### config.mk
export PLATFORM = sky130hd
export DESIGN_NAME = nibble_assembler
export DESIGN_NICKNAME = d
export VERILOG_FILES = /design/src/rtl/nibble_assembler.sv
export SDC_FILE = /design/constraint.sdc
export NUM_CORES = 1
export LEC_CHECK = 0
export ABC_AREA = 1
export BUFFER_PORTS_ARGS = -buffer_cell sky130_fd_sc_hd__buf_2
export CAP_MARGIN = 40
export CORE_UTILIZATION = 50
export DETAILED_ROUTE_END_ITERATION = 16
export PLACE_DENSITY_LB_ADDON = 0.3
export RECOVER_POWER = 100
export SKIP_LAST_GASP = 1
export SYNTH_ARGS = -nofsm -noshare
export SYNTH_HDL_FRONTEND = slang
export SYNTH_SLANG_ARGS = --single-unit
### constraint.sdc
create_clock -name clk -period 2.12 [get_ports clk]
set_clock_uncertainty 0.1 [all_clocks]
set_input_delay 0.212 -clock clk [delete_from_list [all_inputs] [get_ports clk]]
set_output_delay 0.212 -clock clk [all_outputs]
set_load 0.05 [all_outputs]
### src/rtl/nibble_assembler.sv
// Assembles a framed, MSB-first serial stream into 4-bit nibbles presented
// on a valid/ready output register, with sticky overrun and a delivery count.
//
// state   | meaning
// S_IDLE  | no frame open; bits without frame_start are ignored
// S_SHIFT | frame open; bits are appended, every 4th completes a nibble
module nibble_assembler #(
  parameter int CNT_W = 8
) (
  input  logic             clk,
  input  logic             rst_n,
  input  logic             ser_in,
  input  logic             ser_valid,
  input  logic             frame_start,
  input  logic             clr_overrun,
  output logic             a,
  output logic             b,
  output logic             c,
  output logic             d,
  output logic             out_valid,
  input  logic             out_ready,
  output logic             overrun,
  output logic [CNT_W-1:0] nib_count
);

  typedef enum logic {S_IDLE = 1'b0, S_SHIFT = 1'b1} state_t;

  state_t             state_q, state_d;
  logic [1:0]         bit_cnt_q, bit_cnt_d;
  logic [2:0]         shift_q, shift_d;
  logic [3:0]         nib_q, nib_d;
  logic               out_valid_q, out_valid_d;
  logic               overrun_q, overrun_d;
  logic [CNT_W-1:0]   nib_count_q, nib_count_d;

  logic               accept;
  logic               complete;
  logic               handshake;
  logic               out_free;

  always_ff @(posedge clk or negedge rst_n) begin
    if (!rst_n) begin
      state_q     <= S_IDLE;
      bit_cnt_q   <= 2'd0;
      shift_q     <= 3'b000;
      nib_q       <= 4'b0000;
      out_valid_q <= 1'b0;
      overrun_q   <= 1'b0;
      nib_count_q <= '0;
    end else begin
      state_q     <= state_d;
      bit_cnt_q   <= bit_cnt_d;
      shift_q     <= shift_d;
      nib_q       <= nib_d;
      out_valid_q <= out_valid_d;
      overrun_q   <= overrun_d;
      nib_count_q <= nib_count_d;
    end
  end

  always_comb begin
    state_d     = state_q;
    bit_cnt_d   = bit_cnt_q;
    shift_d     = shift_q;
    nib_d       = nib_q;
    out_valid_d = out_valid_q;
    overrun_d   = overrun_q;
    nib_count_d = nib_count_q;

    accept    = ser_valid && (frame_start || (state_q == S_SHIFT));
    complete  = accept && !frame_start && (bit_cnt_q == 2'd3);
    handshake = out_valid_q && out_ready;
    out_free  = !out_valid_q || out_ready;

    if (accept) begin
      state_d = S_SHIFT;
      if (frame_start) begin
        // A new frame discards whatever partial nibble was in flight.
        shift_d   = {2'b00, ser_in};
        bit_cnt_d = 2'd1;
      end else begin
        shift_d   = {shift_q[1:0], ser_in};
        bit_cnt_d = bit_cnt_q + 2'd1;
      end
    end

    if (handshake) begin
      nib_count_d = nib_count_q + 1'b1;
      out_valid_d = 1'b0;
    end

    if (complete) begin
      if (out_free) begin
        nib_d       = {shift_q, ser_in};
        out_valid_d = 1'b1;
      end else begin
        overrun_d = 1'b1;
      end
    end

    // Set has priority over a same-cycle clear.
    if (clr_overrun && !(complete && !out_free)) begin
      overrun_d = 1'b0;
    end
  end

  assign a         = nib_q[3];
  assign b         = nib_q[2];
  assign c         = nib_q[1];
  assign d         = nib_q[0];
  assign out_valid = out_valid_q;
  assign overrun   = overrun_q;
  assign nib_count = nib_count_q;

endmodule

==> summary by stage <==
Finish
The finished cells cover 1060 µm². The final layout contains 140 nets. The synthesis-to-layout area growth is 14.6%.

The area of the multi-input gates is 325 µm². For this run, the number of standard cells in the final layout without fillers is 155. Fill cells in the final layout number 177. For this run, the share of the core covered by cells in the final layout is 61.6%.

The post-route netlist has 10.8% of its cells at a drive strength greater than 1. The number of antenna diodes in the final layout is 0. The sequential cell area is 500 µm².

Clock tree
Clock tree synthesis found a total of 20 sinks. The root cell of the clock tree is sky130_fd_sc_hd__clkbuf_4. Clock latency on the worst-skew pair, taken at its later pin, is 300 ps. Post-CTS repair changed the size of 0 cells. The post-CTS setup buffer count is 0. The CTS tree is built. The number of H-tree branching levels is 1. In this run, post-CTS hold repair placed 2 buffers.

The number of buffers between clock root and the deepest sink is 2. Clock-pin slew was measured on the worst setup and hold paths at 110 ps. Clock tree synthesis inserted a total of 3 buffers.

Synth
By area the synthesized netlist is led by sky130_fd_sc_hd__dfrtp_1, sky130_fd_sc_hd__nand2_1, sky130_fd_sc_hd__inv_1. The post-synthesis net count is 113. In this run, distinct cell masters in the synthesized netlist total 22.

Of the synthesized area, sequential elements account for 53.9%. After synthesis, the largest area contributor takes up 53.9% of total cell area. The mapped netlist covers 928 µm². The post-synthesis sequential element count is 20. Summed over all instances, the cell type with the most area after synthesis is sky130_fd_sc_hd__dfrtp_1.

For this run, the number of Yosys warnings is 0. The number of cells produced by synthesis is 104. After synthesis, the mean cell area works out to 8.93 µm².

Critical path
Walking the worst path, the cells encountered are clkbuf_1. The worst setup path is captured at a primary output. Counting both buffers and inverters, the worst setup path holds a total of 1. The type of the setup path with the least slack is flip-flop to primary output.

The delay of the slowest cell on the worst path is 490 ps. The type of element launching the critical path is a flip-flop. The largest individual stage delay along the critical path comes from the cell sky130_fd_sc_hd__clkbuf_1.

The dominant delay contributor by cell family on the critical path is buffers and inverters. Data on the critical path is required at its endpoint by 1810 ps. STA puts the critical path data arrival time at 1250 ps. The largest fanout on the critical path is 5.

Routing
In the final routed layout, each cell accounts on average for 11.1 µm. After detailed routing, the number of vias per cell comes to 4.75. The number of optimization iterations in the first detailed-route pass is 4. For this block, the initial DRC count from the detailed router was 27. For this run, design rule violations remaining after detail routing come to 0.

In this run the remaining antenna-violating nets after routing total 0. Summed over all layers, the routed wires come to 1.72 mm. The final route contains 737 vias.

Placement
In this run the cell area measured after placement is 1060 µm². The detailed placement HPWL is 1.27 mm. Counting tap cells, the placed design contains a total of 149 instances. The global placer's final weighted congestion is 0.769. Input and output buffers added on the ports amount to 20.

STA
Counting I/O delays and the setup requirement, the final critical path takes 1560 ps. The worst path uses 73.5% of the clock period. Headroom to the max-slew limit came out at 29.6%. Final hold analysis gives a worst-case slack of 24.9 ps.

Setup violations remaining at the end of the flow were counted as 0. The count of pins over their slew limit is 0. Setup total negative slack on the finished layout was measured at 0 ps.

The pin slew with the least headroom to its limit is 1060 ps. For this run, the top clock speed supported by timing is 0.642 GHz. The final-report hold violation count was 0. Setup repair after global routing left no endpoint under its margin.

Floorplanning
The die outline width is 45.1 µm. For this configuration, the core starts out at a cell density of 53.8%. During I/O placement, the number of pins put on the boundary was 21.

The floorplan step set the die height to 45.1 µm. The die area is 2030 µm². The initialized floorplan defines 15 standard-cell rows. The floorplan step defined a core boundary enclosing 1730 µm².

Global routing
The pin count of the biggest net entering global routing is 21. The number of antenna violations at the first check in global routing is 0. The number of global-route vias before repair is 686. The aggregate global routing overflow is 0. Global routing used 20.5% of the available tracks across all layers. The wire length of the first global-routing pass is 2.85 mm.

Outcome
The flow ran to the end, and the final reports show no timing, DRC or antenna violations.

Power and ir drop
Dividing total power by cell area gives a power density of 1060 nW/µm². The analysis attributes to cell leakage a power of 0.554 nW. Across the VDD grid, the largest voltage drop is 0.543 mV.

Min path
The tightest min-delay check is of the input port to flip-flop type.

Job
Max-cap violations in this run came to 0.
through the flow:
stage               power, W  worst slack (ps)
detailed placement  0.000941               936
floorplan           0.000834               694
global route         0.00119               506
global placement    0.000929               966
CTS                  0.00117               755
finish               0.00113               562
metal layers:
| layer | up-vias | GRT usage [%] | wire (µm) |
|---|---|---|---|
| met4 | 0 | 12.7 | 10 |
| met5 | - | 0 | 0 |
| met1 | 334 | 26.4 | 851 |
| met2 | 24 | 31.3 | 788 |
| met3 | 2 | 4.80 | 72 |
| li1 | 377 | - | - |
path summary, 6_finish.rpt:
kind / from / endpoint / slack [ps] / cells past startpoint
max: nib_count[4]$_DFFE_PN0P_ / nib_count[4] / 560 / 1
min reg2reg: nib_q[2]$_DFFE_PN0P_ / nib_q[2]$_DFFE_PN0P_ / 390 / 2
min in group asynchronous: rst_n / nib_q[2]$_DFFE_PN0P_ / 500 / 2
max in group asynchronous: rst_n / nib_count[2]$_DFFE_PN0P_ / 780 / 2
min: ser_in / nib_q[0]$_DFFE_PN0P_ / 20 / 3
max reg2reg: state_q$_DFFE_PN0N_ / state_q$_DFFE_PN0N_ / 620 / 3
registers in the layout, summed over array words and instances (netlist names):
signal / cells
nib_count: 8
out_valid: 1
bit_cnt_q: 2
nib_q: 4
overrun: 1
shift_q: 3
state_q: 1
final cells by class:
class	count	share of cell area, %
timing repair buffer	22	9.53
multi-input combinational	66	30.6
tap	25	2.94
clock buffer	4	3.41
sequential	20	47.1
inverter	18	6.47
logic make-up after synthesis:
family | count (synthesis) | synth area share, %
compound gates | 7 | 4.45
xor+xnor | 2 | 1.89
fa+ha+maj | 2 | 2.69
buf+inv | 18 | 7.41
flops | 20 | 53.9
simple gates | 55 | 29.6
report_power, final:
group | internal [W] | leakage [nW] | switching (W)
clock network | 0.000105 | 0.0210 | 0.000118
logic | 0.0000806 | 0.273 | 0.000312
registers | 0.000454 | 0.260 | 0.0000575
cells in the mapped netlist:
cell                       count
sky130_fd_sc_hd__nand2_1      33
sky130_fd_sc_hd__dfrtp_1      20
sky130_fd_sc_hd__inv_1        15
sky130_fd_sc_hd__nor2_1        5
sky130_fd_sc_hd__o21ai_0       4
sky130_fd_sc_hd__nand3_1       3
sky130_fd_sc_hd__nand4_1       3
sky130_fd_sc_hd__ha_1          2
sky130_fd_sc_hd__inv_2         2
sky130_fd_sc_hd__nand2_2       2
sky130_fd_sc_hd__nor2_2        2
sky130_fd_sc_hd__nor2_4        2
sky130_fd_sc_hd__o22ai_1       2
sky130_fd_sc_hd__clkinv_2      1
sky130_fd_sc_hd__nand2_4       1
sky130_fd_sc_hd__nand3b_1      1
sky130_fd_sc_hd__nand4_4       1
sky130_fd_sc_hd__nor3_1        1
sky130_fd_sc_hd__o21ai_2       1
sky130_fd_sc_hd__or2_1         1
sky130_fd_sc_hd__xnor2_1       1
sky130_fd_sc_hd__xor2_1        1
cell usage in the layout (no fill, tap or decap), drive strengths merged, types with 2 or more instances in the layout:
cell	synthesis	final
o21ai	5	5
nand4	4	4
nand2	36	36
dlygate4sd3	0	2
o22ai	2	2
clkbuf	0	19
nor2	9	9
dfrtp	20	20
buf	0	5
inv	17	16
ha	2	2
nand3	3	3
Power figures use the tool's default switching activity.
